## config.mk

```make
export PLATFORM = sky130hd
export DESIGN_NAME = shift_seq_ctrl
export DESIGN_NICKNAME = d
export VERILOG_FILES = /design/src/rtl/shift_seq_ctrl.sv
export SDC_FILE = /design/constraint.sdc
export NUM_CORES = 1
export LEC_CHECK = 0
export ABC_AREA = 1
export CORE_MARGIN = 2
export CORE_UTILIZATION = 40
export DETAILED_ROUTE_END_ITERATION = 10
export GPL_TIMING_DRIVEN = 0
export PLACE_DENSITY = 0.7
export SKIP_CTS_REPAIR_TIMING = 1
export SLEW_MARGIN = 20
export SYNTH_ARGS = -nofsm -noshare
export SYNTH_HDL_FRONTEND = slang
export SYNTH_SLANG_ARGS = --single-unit
```

## constraint.sdc

```tcl
create_clock -name clk -period 3 [get_ports clk]
set_input_delay 0.6 -clock clk [delete_from_list [all_inputs] [get_ports clk]]
set_output_delay 0.6 -clock clk [all_outputs]
set_load 0.1 [all_outputs]
```

## src/rtl/shift_seq_ctrl.sv

```systemverilog
// Multi-cycle sequencer around an 8-bit shift-left-by-one datapath with optional
// rotate, carry history and a start/busy/done handshake.
module shift_seq_ctrl #(
  parameter int WIDTH = 8,
  parameter int CNT_W = 4
) (
  input  logic             clk,
  input  logic             rst,
  input  logic             start,
  input  logic [WIDTH-1:0] din,
  input  logic [CNT_W-1:0] count,
  input  logic             rotate,
  input  logic             abort,
  output logic [WIDTH-1:0] dout,
  output logic [WIDTH-1:0] carries,
  output logic             busy,
  output logic             done
);

  typedef enum logic [1:0] {
    IDLE,
    SHIFT,
    DONE
  } state_t;

  localparam logic [CNT_W-1:0] MAX_CNT = CNT_W'(WIDTH);

  state_t           state_q, state_d;
  logic [WIDTH-1:0] dout_q, dout_d;
  logic [WIDTH-1:0] carries_q, carries_d;
  logic [CNT_W-1:0] cnt_q, cnt_d;
  logic             mode_q, mode_d;
  logic             busy_q, busy_d;
  logic             done_q, done_d;
  logic [CNT_W-1:0] sat_count;

  assign sat_count = (count > MAX_CNT) ? MAX_CNT : count;

  always_comb begin
    state_d   = state_q;
    dout_d    = dout_q;
    carries_d = carries_q;
    cnt_d     = cnt_q;
    mode_d    = mode_q;

    case (state_q)
      IDLE: begin
        if (start) begin
          dout_d    = din;
          carries_d = '0;
          cnt_d     = sat_count;
          mode_d    = rotate;
          state_d   = (sat_count == '0) ? DONE : SHIFT;
        end
      end
      SHIFT: begin
        // abort leaves the partial result untouched; no shift on that edge
        if (abort) begin
          cnt_d   = '0;
          state_d = IDLE;
        end else begin
          dout_d    = {dout_q[WIDTH-2:0], mode_q & dout_q[WIDTH-1]};
          carries_d = {carries_q[WIDTH-2:0], dout_q[WIDTH-1]};
          if (cnt_q != '0) begin
            cnt_d = cnt_q - CNT_W'(1);
          end
          if (cnt_q <= CNT_W'(1)) begin
            state_d = DONE;
          end
        end
      end
      DONE: begin
        state_d = IDLE;
      end
      default: begin
        state_d = IDLE;
      end
    endcase

    // busy/done are registered copies of the upcoming state
    busy_d = (state_d != IDLE);
    done_d = (state_d == DONE);
  end

  always_ff @(posedge clk or posedge rst) begin
    if (rst) begin
      state_q   <= IDLE;
      dout_q    <= '0;
      carries_q <= '0;
      cnt_q     <= '0;
      mode_q    <= 1'b0;
      busy_q    <= 1'b0;
      done_q    <= 1'b0;
    end else begin
      state_q   <= state_d;
      dout_q    <= dout_d;
      carries_q <= carries_d;
      cnt_q     <= cnt_d;
      mode_q    <= mode_d;
      busy_q    <= busy_d;
      done_q    <= done_d;
    end
  end

  assign dout    = dout_q;
  assign carries = carries_q;
  assign busy    = busy_q;
  assign done    = done_q;

endmodule

```

==> summary.txt, run 1 <==
Run status
  – Outcome: completed

Layout
  – Antenna cells: 0
  – Number of nets in the layout: 213
  – Number of filler instances in the final layout: 291
  – Fraction of final layout cells sized beyond drive strength 1: 9.84%
  – Most common cell after layout, fill and taps aside: nand2_1
  – Commonest cells after routing, fill and taps aside: nand2_1 (41), clkdlybuf4s50_1 (34), dfrtp_1 (25), nand3_1 (24), o21ai_0 (23)
  – Area of all placed cells without fillers: 0.00169 mm^2
  – Area growth from synthesis to final layout: 33.7%

Floorplanning
  – Die Outline Area: 0.00362 mm^2
  – Die width: 60.2 um
  – Initial Utilization: 41.7%
  – I/O pin cnt: 35
  – Placement Rows: 20
  – Height of the chip: 60.2 um
  – Core footprint: 0.00303 mm^2

Routing
  – WL/cell: 11.5 um
  – Via density per instance: 4.71
  – Number of optimization iterations in the first detailed-route pass: 4
  – Initial detailed-routing violation count: 47
  – WL final: 2.72 mm
  – Vias: 1,117
  – DRC errors left: 0
  – Routed Antenna Nets: 0

Placed design
  – Final GP Congestion: 0.846
  – Post-Place Worst Slack: 0.880 ns
  – Count of input and output buffers: 34
  – Post-DP Area: 0.00166 mm^2
  – Placed wire-length estimate after detailed placement: 2.08 mm

Power
  – IR drop worst, VDD: 0.000367 V
  – Internal power: 771 uW
  – Clock network power share: 8.8%
  – Power spent charging and discharging nets: 971 uW
  – Reg power frac: 29.6%
  – Comb pwr share: 61.6%
  – Areal power density over the cells: 1030 mW/mm^2
  – Fraction of power spent switching nets: 55.8%
  – P_leak: 0.806 nW

Flow run
  – Number of max-cap violations: 0

GRT
  – Combined global-route utilization of all metal layers: 17.5%
  – Sum of overflow across all layers after global routing: 0
  – Global-route wire length before repair: 4.78 mm
  – Initial antenna violation count: 0
  – Number of global-route vias before repair: 1,109
  – Largest net degree at the start of global routing: 26

Worst setup path
  – Type of element capturing the critical path: primary output
  – Master of the slowest instance on the critical path: clkdlybuf4s50_1
  – Kind of cell adding the most delay to the critical path: buffers and inverters
  – Largest fanout of any net on the critical path: 4
  – Largest incremental delay on the critical path: 1.15 ns
  – Critical path launch point type: register
  – Arrival time of the worst setup path: 1.89 ns
  – Crit Path Class: register to primary output
  – Number of buffers and inverters on the critical path: 1
  – List of cells traversed by the critical path: clkdlybuf4s50_1
  – Worst path required time: 2.40 ns

Worst hold path
  – Worst hold path class: register to register

Yosys
  – Cell count after synthesis: 155
  – Top flip-flop cell by instance count after synthesis: dfrtp_1
  – Async set-or-reset flop fraction in the synthesized netlist: 100%
  – Average size of a mapped cell: 8.14 um^2
  – Synth Cell Area: 0.00126 mm^2
  – Sequential fraction of the synthesis area: 49.6%
  – FF+latch count, synth: 25
  – Count of distinct cell types in the synthesized netlist: 21
  – Synthesized netlist net count: 174
  – Number of flops mapped to enable cells by yosys: 0
  – Ys Warns: 0

Clocking
  – Clock latency of the later-clocked register in the worst-skew pair: 0.32 ns
  – Maximum clock path buffer count: 2
  – Root buf cell: clkbuf_4
  – CTS tree: done
  – Worst-path clk slew: 0.14 ns
  – Depth of the CTS H-tree: 1
  – TritonCTS Sinks: 25
  – CTS buffer count: 3

Timing
  – Min Clock Period, post-route: 2.49 ns
  – Least setup slack across all paths after layout: 0.511 ns
  – Ratio of final minimum period to clock period: 83.0%
  – Setup TNS: 0 ns
  – Setup repair after global routing missed its margin: false
  – Clock skew: 0.00798 ns
  – Slew Limit Fails: 0
  – Final-report setup violation count: 0
  – Worst-margin pin slew: 0.997 ns
  – Count of endpoints failing hold in the final timing report: 0
  – Highest achievable clock rate: 402 MHz
  – Worst relative slew slack: 33.3%
## cell families (layout without fill, tap and decap cells)
group	after synthesis	in the layout	share of synthesized area, %
and+or+nand+nor	79	79	28.4
DFF	25	25	49.6
adders and majority gates	2	2	1.98
xor gates and xnor gates	1	1	0.695
AOI/OAI and AO/OA	25	25	10.2
buffers and inverters	23	61	9.13
## flip-flops by register name, summed over array words and instances (netlist names)
name,cells
dout,8
carries,8
state_q,2
busy,1
mode_q,1
done,1
cnt_q,4
## Yosys cell counts, types with 2 or more instances
library cell	number	area share, %
inv_2	3	0.89
buf_2	2	0.79
nand2_2	2	0.99
nor2_1	7	2.1
inv_1	13	3.9
nand3_1	24	9.5
dfrtp_1	25	50
nand2_1	41	12
ha_1	2	2.0
o21ai_0	23	9.1
buf_6	3	2.7
## final timing paths
kind	startpoint	endpoint	slack, ns	cells past startpoint
min in group asynchronous	rst	carries[7]	0.78	2
setup / recovery	dout[7]	dout[7]	0.51	1
hold / removal	mode_q	mode_q	0.49	2
setup reg to reg	cnt_q[0]	state_q[1]	1.60	6
hold reg to reg	mode_q	mode_q	0.49	2
max in group asynchronous	rst	cnt_q[2]	1.64	2
## stage by stage
step	total power [mW]	std cells	utilization (%)	hold slack, ns
floorplan	1.34	155	-	0.442
global placement	1.57	233	54.7	0.460
detailed placement	1.60	233	54.7	0.462
CTS	1.75	237	55.7	0.495
global route	1.86	237	55.7	0.568
finish	1.74	237	55.7	0.490
## routing by layer
metal | vias to the layer above | track usage, % | part of all wire (%)
met3 | 2 | 2.60 | 3.3
met1 | 526 | 21.8 | 45
met2 | 15 | 30.3 | 51
li1 | 574 | - | -
met5 | - | 0 | 0
met4 | 0 | 6.67 | 0.70
## cell type report
type	count	area (um^2)	share of cell area (%)
sequential	25	626	37.1
clock buffer	3	22.5	1.34
inverter	17	63.8	3.78
buffer	6	51.3	3.04
tap	44	55.1	3.26
clock inverter	1	7.51	0.445
timing repair buffer	34	340	20.2
multi-input combinational	107	520	30.9
## power by group through the flow
stage,combinational [mW],sequential [mW],clock (mW)
CTS,1.08,0.514,0.160
detailed placement,1.08,0.522,0
floorplan,0.349,0.993,0
finish,1.07,0.515,0.153
global route,1.15,0.531,0.176
global placement,1.06,0.514,0
Power figures use the tool's default switching activity.
==> inputs of run 2 (changes only) <==
==> constraint.sdc (replaced) <==
create_clock -name clk -period 2.3 [get_ports clk]
set_input_delay 0.46 -clock clk [delete_from_list [all_inputs] [get_ports clk]]
set_output_delay 0.46 -clock clk [all_outputs]
set_load 0.1 [all_outputs]
==> run 2 against run 1 <==
Effect of this change: clock skew is 0.0044 ns lower; via count is 2.6% higher; die area stayed put; final area is 2.7% higher; combinational power is 30% higher; count of clock-buffer cells in the layout stayed put; setup slack worse by 0.16 ns; critical path depth stayed put; first-iteration DRC count is 2.1% lower; utilization is 1.5 points higher; non-clock buffer count stayed put; global-route usage stayed put; critical endpoint unchanged; highest routed layer unchanged.
==> summary.txt, run 2 (synthesis gave the netlist of run 1 again) <==
Floorplanning
  – Die Outline Area: 0.00362 mm^2
  – Die width: 60.2 um
  – Height of the chip: 60.2 um
  – Placement Rows: 20
  – I/O pin cnt: 35
  – Initial Utilization: 41.7%
  – Core footprint: 0.00303 mm^2

Worst setup path
  – R2r startpoint: cnt_q[0]
  – Type of element capturing the critical path: primary output
  – Crit Path Class: register to primary output
  – Arrival time of the worst setup path: 1.49 ns
  – Critical path launch point type: register
  – Reg2Reg Depth: 6
  – List of cells traversed by the critical path: dlymetal6s2s_1
  – Master of the slowest instance on the critical path: dlymetal6s2s_1
  – Kind of cell adding the most delay to the critical path: buffers and inverters
  – Worst path required time: 1.84 ns
  – Largest incremental delay on the critical path: 0.76 ns
  – Reg-to-Reg End: state_q[1]
  – Number of cells on the critical path: 1
  – Destination of the critical timing path: dout[7]
  – Critical Path Source: dout[7]
  – Largest fanout of any net on the critical path: 4
  – Number of buffers and inverters on the critical path: 1
  – Setup slack of the worst register-to-register path: 0.90 ns

Timing
  – Slew Limit Fails: 0
  – Final-report setup violation count: 0
  – Least setup slack across all paths after layout: 0.347 ns
  – Ratio of final minimum period to clock period: 84.9%
  – Setup TNS: 0 ns
  – Min Clock Period, post-route: 1.95 ns
  – Count of endpoints failing hold in the final timing report: 0
  – Clock skew: 0.00362 ns
  – Worst relative slew slack: 33.3%
  – Worst-margin pin slew: 0.998 ns
  – Highest achievable clock rate: 512 MHz
  – Setup repair after global routing missed its margin: false

Placed design
  – Count of input and output buffers: 34
  – Post-Place Worst Slack: 0.320 ns
  – Final GP Congestion: 0.846
  – Placed wire-length estimate after detailed placement: 2.08 mm

Clocking
  – Maximum clock path buffer count: 2
  – TritonCTS Sinks: 25
  – Depth of the CTS H-tree: 1
  – Worst-path clk slew: 0.14 ns
  – Root buf cell: clkbuf_4
  – CTS buffer count: 3
  – Clock latency of the later-clocked register in the worst-skew pair: 0.31 ns
  – CTS tree: done

Layout
  – Most common cell after layout, fill and taps aside: nand2_1
  – Area growth from synthesis to final layout: 37.3%
  – Number of nets in the layout: 213
  – Commonest cells after routing, fill and taps aside: nand2_1 (41), dfrtp_1 (25), nand3_1 (24), o21ai_0 (23), dlymetal6s2s_1 (18)
  – Number of filler instances in the final layout: 286
  – Antenna cells: 0
  – Fraction of final layout cells sized beyond drive strength 1: 9.84%

Routing
  – DRC errors left: 0
  – WL/cell: 11.7 um
  – Via density per instance: 4.84
  – WL final: 2.77 mm
  – Number of optimization iterations in the first detailed-route pass: 4
  – Routed Antenna Nets: 0
  – Initial detailed-routing violation count: 46
  – Vias: 1,146

Power
  – Areal power density over the cells: 1300 mW/mm^2
  – IR drop worst, VDD: 0.000478 V
  – P_leak: 1.08 nW

GRT
  – Number of global-route vias before repair: 1,109
  – Combined global-route utilization of all metal layers: 17.5%
  – Sum of overflow across all layers after global routing: 0
  – Largest net degree at the start of global routing: 26
  – Initial antenna violation count: 0
  – Global-route wire length before repair: 4.78 mm

Run status
  – Outcome: completed

Flow run
  – Number of max-cap violations: 0

Worst hold path
  – Worst hold path class: register to register
run 2: worst min path at each step:
stage	start	end	slack, ns	depth (start not counted)
after CTS	mode_q	mode_q	0.49	2
after detailed placement	mode_q	mode_q	0.46	2
after floorplan	mode_q	mode_q	0.44	2
after global placement	mode_q	mode_q	0.46	2
after global routing	carries[7]	carries[7]	0.56	2
final	mode_q	mode_q	0.49	2
run 2: metal layers:
layer | up-vias | part of all wire (%) | GRT usage [%]
li1 | 575 | - | -
met2 | 38 | 51 | 30.3
met3 | 2 | 5.1 | 2.60
met1 | 531 | 43 | 21.8
met4 | 0 | 0.69 | 6.67
met5 | - | 0 | 0
run 2: area by class of cell:
| type | instances | area [um^2] | share of cell area (%) |
|---|---|---|---|
| multi-input cells | 107 | 520 | 30.1 |
| clock inverters | 1 | 7.51 | 0.434 |
| well taps | 44 | 55.1 | 3.18 |
| clock buffers | 3 | 22.5 | 1.30 |
| repair buffers | 34 | 385 | 22.3 |
| flip-flops and latches | 25 | 626 | 36.1 |
| inverters | 17 | 63.8 | 3.68 |
| plain buffers | 6 | 51.3 | 2.96 |
run 2: per-stage QoR:
step	hold WS (ns)	utilization [%]	power, mW	instance area, um^2	instances
after CTS	0.495	55.7	2.29	1690	237
final	0.491	57.2	2.26	1730	237
after floorplan	0.442	-	1.75	1260	155
after global routing	0.562	57.2	2.41	1730	237
after global placement	0.460	54.7	2.05	1660	233
after detailed placement	0.462	54.7	2.09	1660	233
run 2: power breakdown:
| part | switching, mW | internal [mW] |
|---|---|---|
| clock | 0.130 | 0.0663 |
| sequential | 0.0936 | 0.575 |
| combinational | 1.04 | 0.357 |
==> RTL change 1, RTL diff (flow settings as in run 2) <==
Make the reset (`rst`) synchronous in one clocked block.
--- a/src/rtl/shift_seq_ctrl.sv
+++ b/src/rtl/shift_seq_ctrl.sv
@@ -83,5 +83,5 @@
   end
 
-  always_ff @(posedge clk or posedge rst) begin
+  always_ff @(posedge clk) begin
     if (rst) begin
       state_q   <= IDLE;
Behaviour: differs if rst is asserted again (counterexample within 4 cycles, from zero or initial values and one cycle with rst high); with rst held inactive, the same outputs for 10 cycles.
==> RTL change 1 against run 2 <==
Wire length increased by 4.7%; cell count increased by 1.7%; worst setup slack lost 0.29 ns; final area fell by 5.3%; first-iteration DRC count stayed put; critical path depth did not move; sequential cell count unchanged; area after synthesis down 5.7%; worst hold slack gained 0.012 ns; maximum frequency fell by 13%.
Power is not compared: it rests on default switching activity, and its combinational part moved more than twofold at a synthesized area within 25%.
==> RTL change 1: results (changes against run 2) <==
vias in the first global route 1087 (was 1109); Async SR Flop Fraction 0 (was 1.00); Layout clock area frac 0.0183 (was 0.0173); Critical Path AT 1.79 ns (was 1.49 ns); Final Skew 0.00698 ns (was 0.00362 ns); Synth Flop Type dfxtp_1 (was dfrtp_1); multi-input gates 128 (was 107); Met3 Wirelength 134 um (was 140 um); Synth Area in Adders 0.0210 (was 0.0198); FF-to-FF Start cnt_q[0]$_SDFFE_PP0P_ (was cnt_q[0]$_DFFE_PP0P_); synth top area cells dfxtp_1 (42%), nor2_1 (13%), nand2_1 (11%) (was dfrtp_1 (50%), nand2_1 (12%), nand3_1 (9.5%)); met1 WL 1310 um (was 1200 um); Inverters excl. clock 13 (was 17); placed insts 237 (was 233); gr usage total 0.169 (was 0.175); Post-Syn Nets 191 (was 174); reg2reg end cnt_q[2]$_SDFFE_PP0P_ (was state_q[1]$_DFF_PP0_); dpl hpwl 2100 um (was 2080 um); final WL 2900 um (was 2770 um); share of post-route cells with drive strength above 1 0.0714 (was 0.0984); pin count of the biggest net entering global routing 16 (was 26); wire per inst 12.0 um (was 11.7 um); warnings from Yosys 0 (unchanged); fill cell count 259 (was 286); status finished clean (unchanged); Critical path origin busy$_SDFF_PP0_ (was dout[7]$_DFFE_PP0P_); Reg2Reg Depth 10 (was 6); R2R Setup Slk 0.92 ns (was 0.90 ns); slowest stage cell, crit path clkdlybuf4s50_1 (was dlymetal6s2s_1); met2 WL 1430 um (was 1410 um); Net count, final 230 (was 213); routed via count 1172 (was 1146); CP peak stage delay 1.12 ns (was 0.76 ns); multi-input combinational area share 0.367 (was 0.301); register area share after synthesis 0.421 (was 0.496); Crit Path Max Fanout 1 (was 4); Sequential Area 500 um2 (was 626 um2); complex-gate fraction of the synthesized area 0.152 (was 0.102); HP Start mode_q$_SDFFE_PP0P_ (was mode_q$_DFFE_PP0P_); worst slew pin tran 0.985 ns (was 0.998 ns); Final GP Congestion 0.854 (was 0.846); most frequent cells after synthesis nor2_1 (42), nand2_1 (36), dfxtp_1 (25), o21ai_0 (19), inv_1 (11) (was nand2_1 (41), dfrtp_1 (25), nand3_1 (24), o21ai_0 (23), inv_1 (13)); Worst Setup EP busy (was dout[7]); first-pass GRT wire length 4490 um (was 4780 um); Syn Area/Cell 6.92 um2 (was 8.14 um2); Signal buf overhead 0.256 (was 0.252)
RTL change 1: cell types whose count changed after synthesis, sizes merged, moves of 2 or more:
cell / delta
a21oi: +10
buf: -2
clkbuf: +2
dfrtp: -25
dfxtp: +25
inv: -3
nand2: -6
nand3: -17
nor2: +35
o21a: +2
o21ai: -4
RTL change 1: per-stage QoR:
step	total power, mW	setup slack [ns]	hold WS (ns)	cell area, um2	utilization
after detailed placement	1.04	0.352	0.485	1570	0.564
after CTS	1.24	-0.0413	0.505	1600	0.575
after floorplan	0.908	0.854	0.449	1190	-
after global routing	1.29	0.00336	0.533	1640	0.589
final	1.23	0.0534	0.503	1640	0.589
after global placement	1.03	0.351	0.470	1570	0.564
RTL change 1: metal layers:
metal | vias to the layer above | global-route usage
met5 | - | 0
met4 | 0 | 0.0598
met3 | 2 | 0.0264
met2 | 26 | 0.286
met1 | 526 | 0.216
li1 | 618 | -
==> RTL change 2, RTL diff (flow settings as in run 2) <==
Without the edit above. `WIDTH`: 8 -> 7.
--- a/src/rtl/shift_seq_ctrl.sv
+++ b/src/rtl/shift_seq_ctrl.sv
@@ -2,5 +2,5 @@
 // rotate, carry history and a start/busy/done handshake.
 module shift_seq_ctrl #(
-  parameter int WIDTH = 8,
+  parameter int WIDTH = 7,
   parameter int CNT_W = 4
 ) (
Interface: changed (resized carries, din and dout); port bits go from 35 to 32. No check against the original RTL was run, so the function may have changed too.
==> RTL change 2 against run 2 <==
Area after synthesis fell by 9.7%; wire length fell by 6.5%; worst setup slack got worse by 0.30 ns; largest cell class unchanged; global-route usage fell by 0.17 points; final area fell by 10%; largest power group unchanged; first-iteration DRC count fell by 13%; core utilization fell by 0.39 points; sequential cell count fell by 2; cell count fell by 9.7%; power rose by 2.0%.
==> RTL change 2: results (changes against run 2) <==
status finished clean (unchanged); P_sw 1.33 mW (was 1.26 mW); dpl hpwl 1930 um (was 2080 um); Critical path origin busy$_DFF_PP0_ (was dout[7]$_DFFE_PP0P_); final WL 2590 um (was 2770 um); static leakage 0.998 nW (was 1.08 nW); DP Area 1490 um2 (was 1660 um2); initial DRC count 40 (was 46); Reg2Reg Depth 7 (was 6); Post-Syn Nets 166 (was 174); wire per inst 12.1 um (was 11.7 um); Crit Path Max Fanout 1 (was 4); Final Cycle Share 0.979 (was 0.849); gr usage total 0.173 (was 0.175); R2R Setup Slk 0.88 ns (was 0.90 ns); synth top area cells dfrtp_1 (51%), nand2_1 (18%), o21ai_0 (9.7%) (was dfrtp_1 (50%), nand2_1 (12%), nand3_1 (9.5%)); Critical Path AT 1.79 ns (was 1.49 ns); Synth cell types 17 (was 21); Synth Flop Type dfrtp_1 (unchanged); relative slew slack 0.341 (was 0.333); Net count, final 202 (was 213); Worst Setup EP busy (was dout[7]); placed insts 210 (was 233); reg2reg end cnt_q[3]$_DFFE_PP0P_ (was state_q[1]$_DFF_PP0_); Async SR Flop Fraction 1.00 (unchanged); IR drop worst, VDD 0.00108 V (was 0.000478 V); vias per cell 4.93 (was 4.84); port bufs 31 (was 34); pin count of the biggest net entering global routing 24 (was 26); register area share after synthesis 0.505 (was 0.496); DP Worst Slack 0.310 ns (was 0.320 ns); ANT cells 0 (unchanged); vias in the first global route 1030 (was 1109); Cells after Synth 148 (was 155); first-pass GRT wire length 4460 um (was 4780 um); Final GP Congestion 0.710 (was 0.846); most frequent cells after synthesis nand2_1 (54), dfrtp_1 (23), o21ai_0 (22), inv_1 (16), nand3_1 (12) (was nand2_1 (41), dfrtp_1 (25), nand3_1 (24), o21ai_0 (23), inv_1 (13)); slowest stage cell, crit path clkdlybuf4s50_1 (was dlymetal6s2s_1); share of post-route cells with drive strength above 1 0.0656 (was 0.0984); Hold WS 0.506 ns (was 0.491 ns); CP peak stage delay 1.12 ns (was 0.76 ns); Final Skew 0.0120 ns (was 0.00362 ns)
==> RTL change 2: changes by cell type in the layout (fill, tap and decap cells not counted), moves of 2 or more <==
cell,run 2,this run
dfrtp_1,25,23
inv_2,3,1
nand3_1,24,12
dlymetal6s2s_1,18,15
nand2_1,41,54
inv_1,13,16
buf_6,3,0
==> RTL change 2: final cells by class <==
cell class / instances / area (um2)
fillers: 253 / 1180
flip-flops and latches: 23 / 576
multi-input cells: 105 / 479
repair buffers: 31 / 348
inverters: 17 / 63.8
well taps: 31 / 38.8
clock buffers: 3 / 22.5
plain buffers: 3 / 20.0
clock inverters: 1 / 5.00
==> RTL change 2: power by group through the flow <==
stage | Clock (mW) | Sequential (mW) | Combinational (mW)
final | 0.189 | 0.645 | 1.47
after global routing | 0.210 | 0.666 | 1.58
after CTS | 0.193 | 0.650 | 1.48
after detailed placement | 0 | 0.655 | 1.48
after global placement | 0 | 0.647 | 1.45
after floorplan | 0 | 1.27 | 0.500
==> RTL change 2: cells by family (layout without fill, tap and decap cells) <==
logic type / count (synthesis) / count (layout) / share of synthesized area
xor+xnor: 1 / 1 / 0.00769
simple gates: 78 / 78 / 0.282
fa+ha+maj: 2 / 2 / 0.0220
compound gates: 24 / 24 / 0.109
buf+inv: 20 / 55 / 0.0736
flops: 23 / 23 / 0.505
==> RTL change 2: per-layer routing <==
metal	vias to the layer above	global-route usage	wire, um
li1	538	-	-
met1	481	0.221	1130
met2	34	0.294	1270
met3	2	0.0317	169
met4	0	0.0631	24
met5	-	0	0
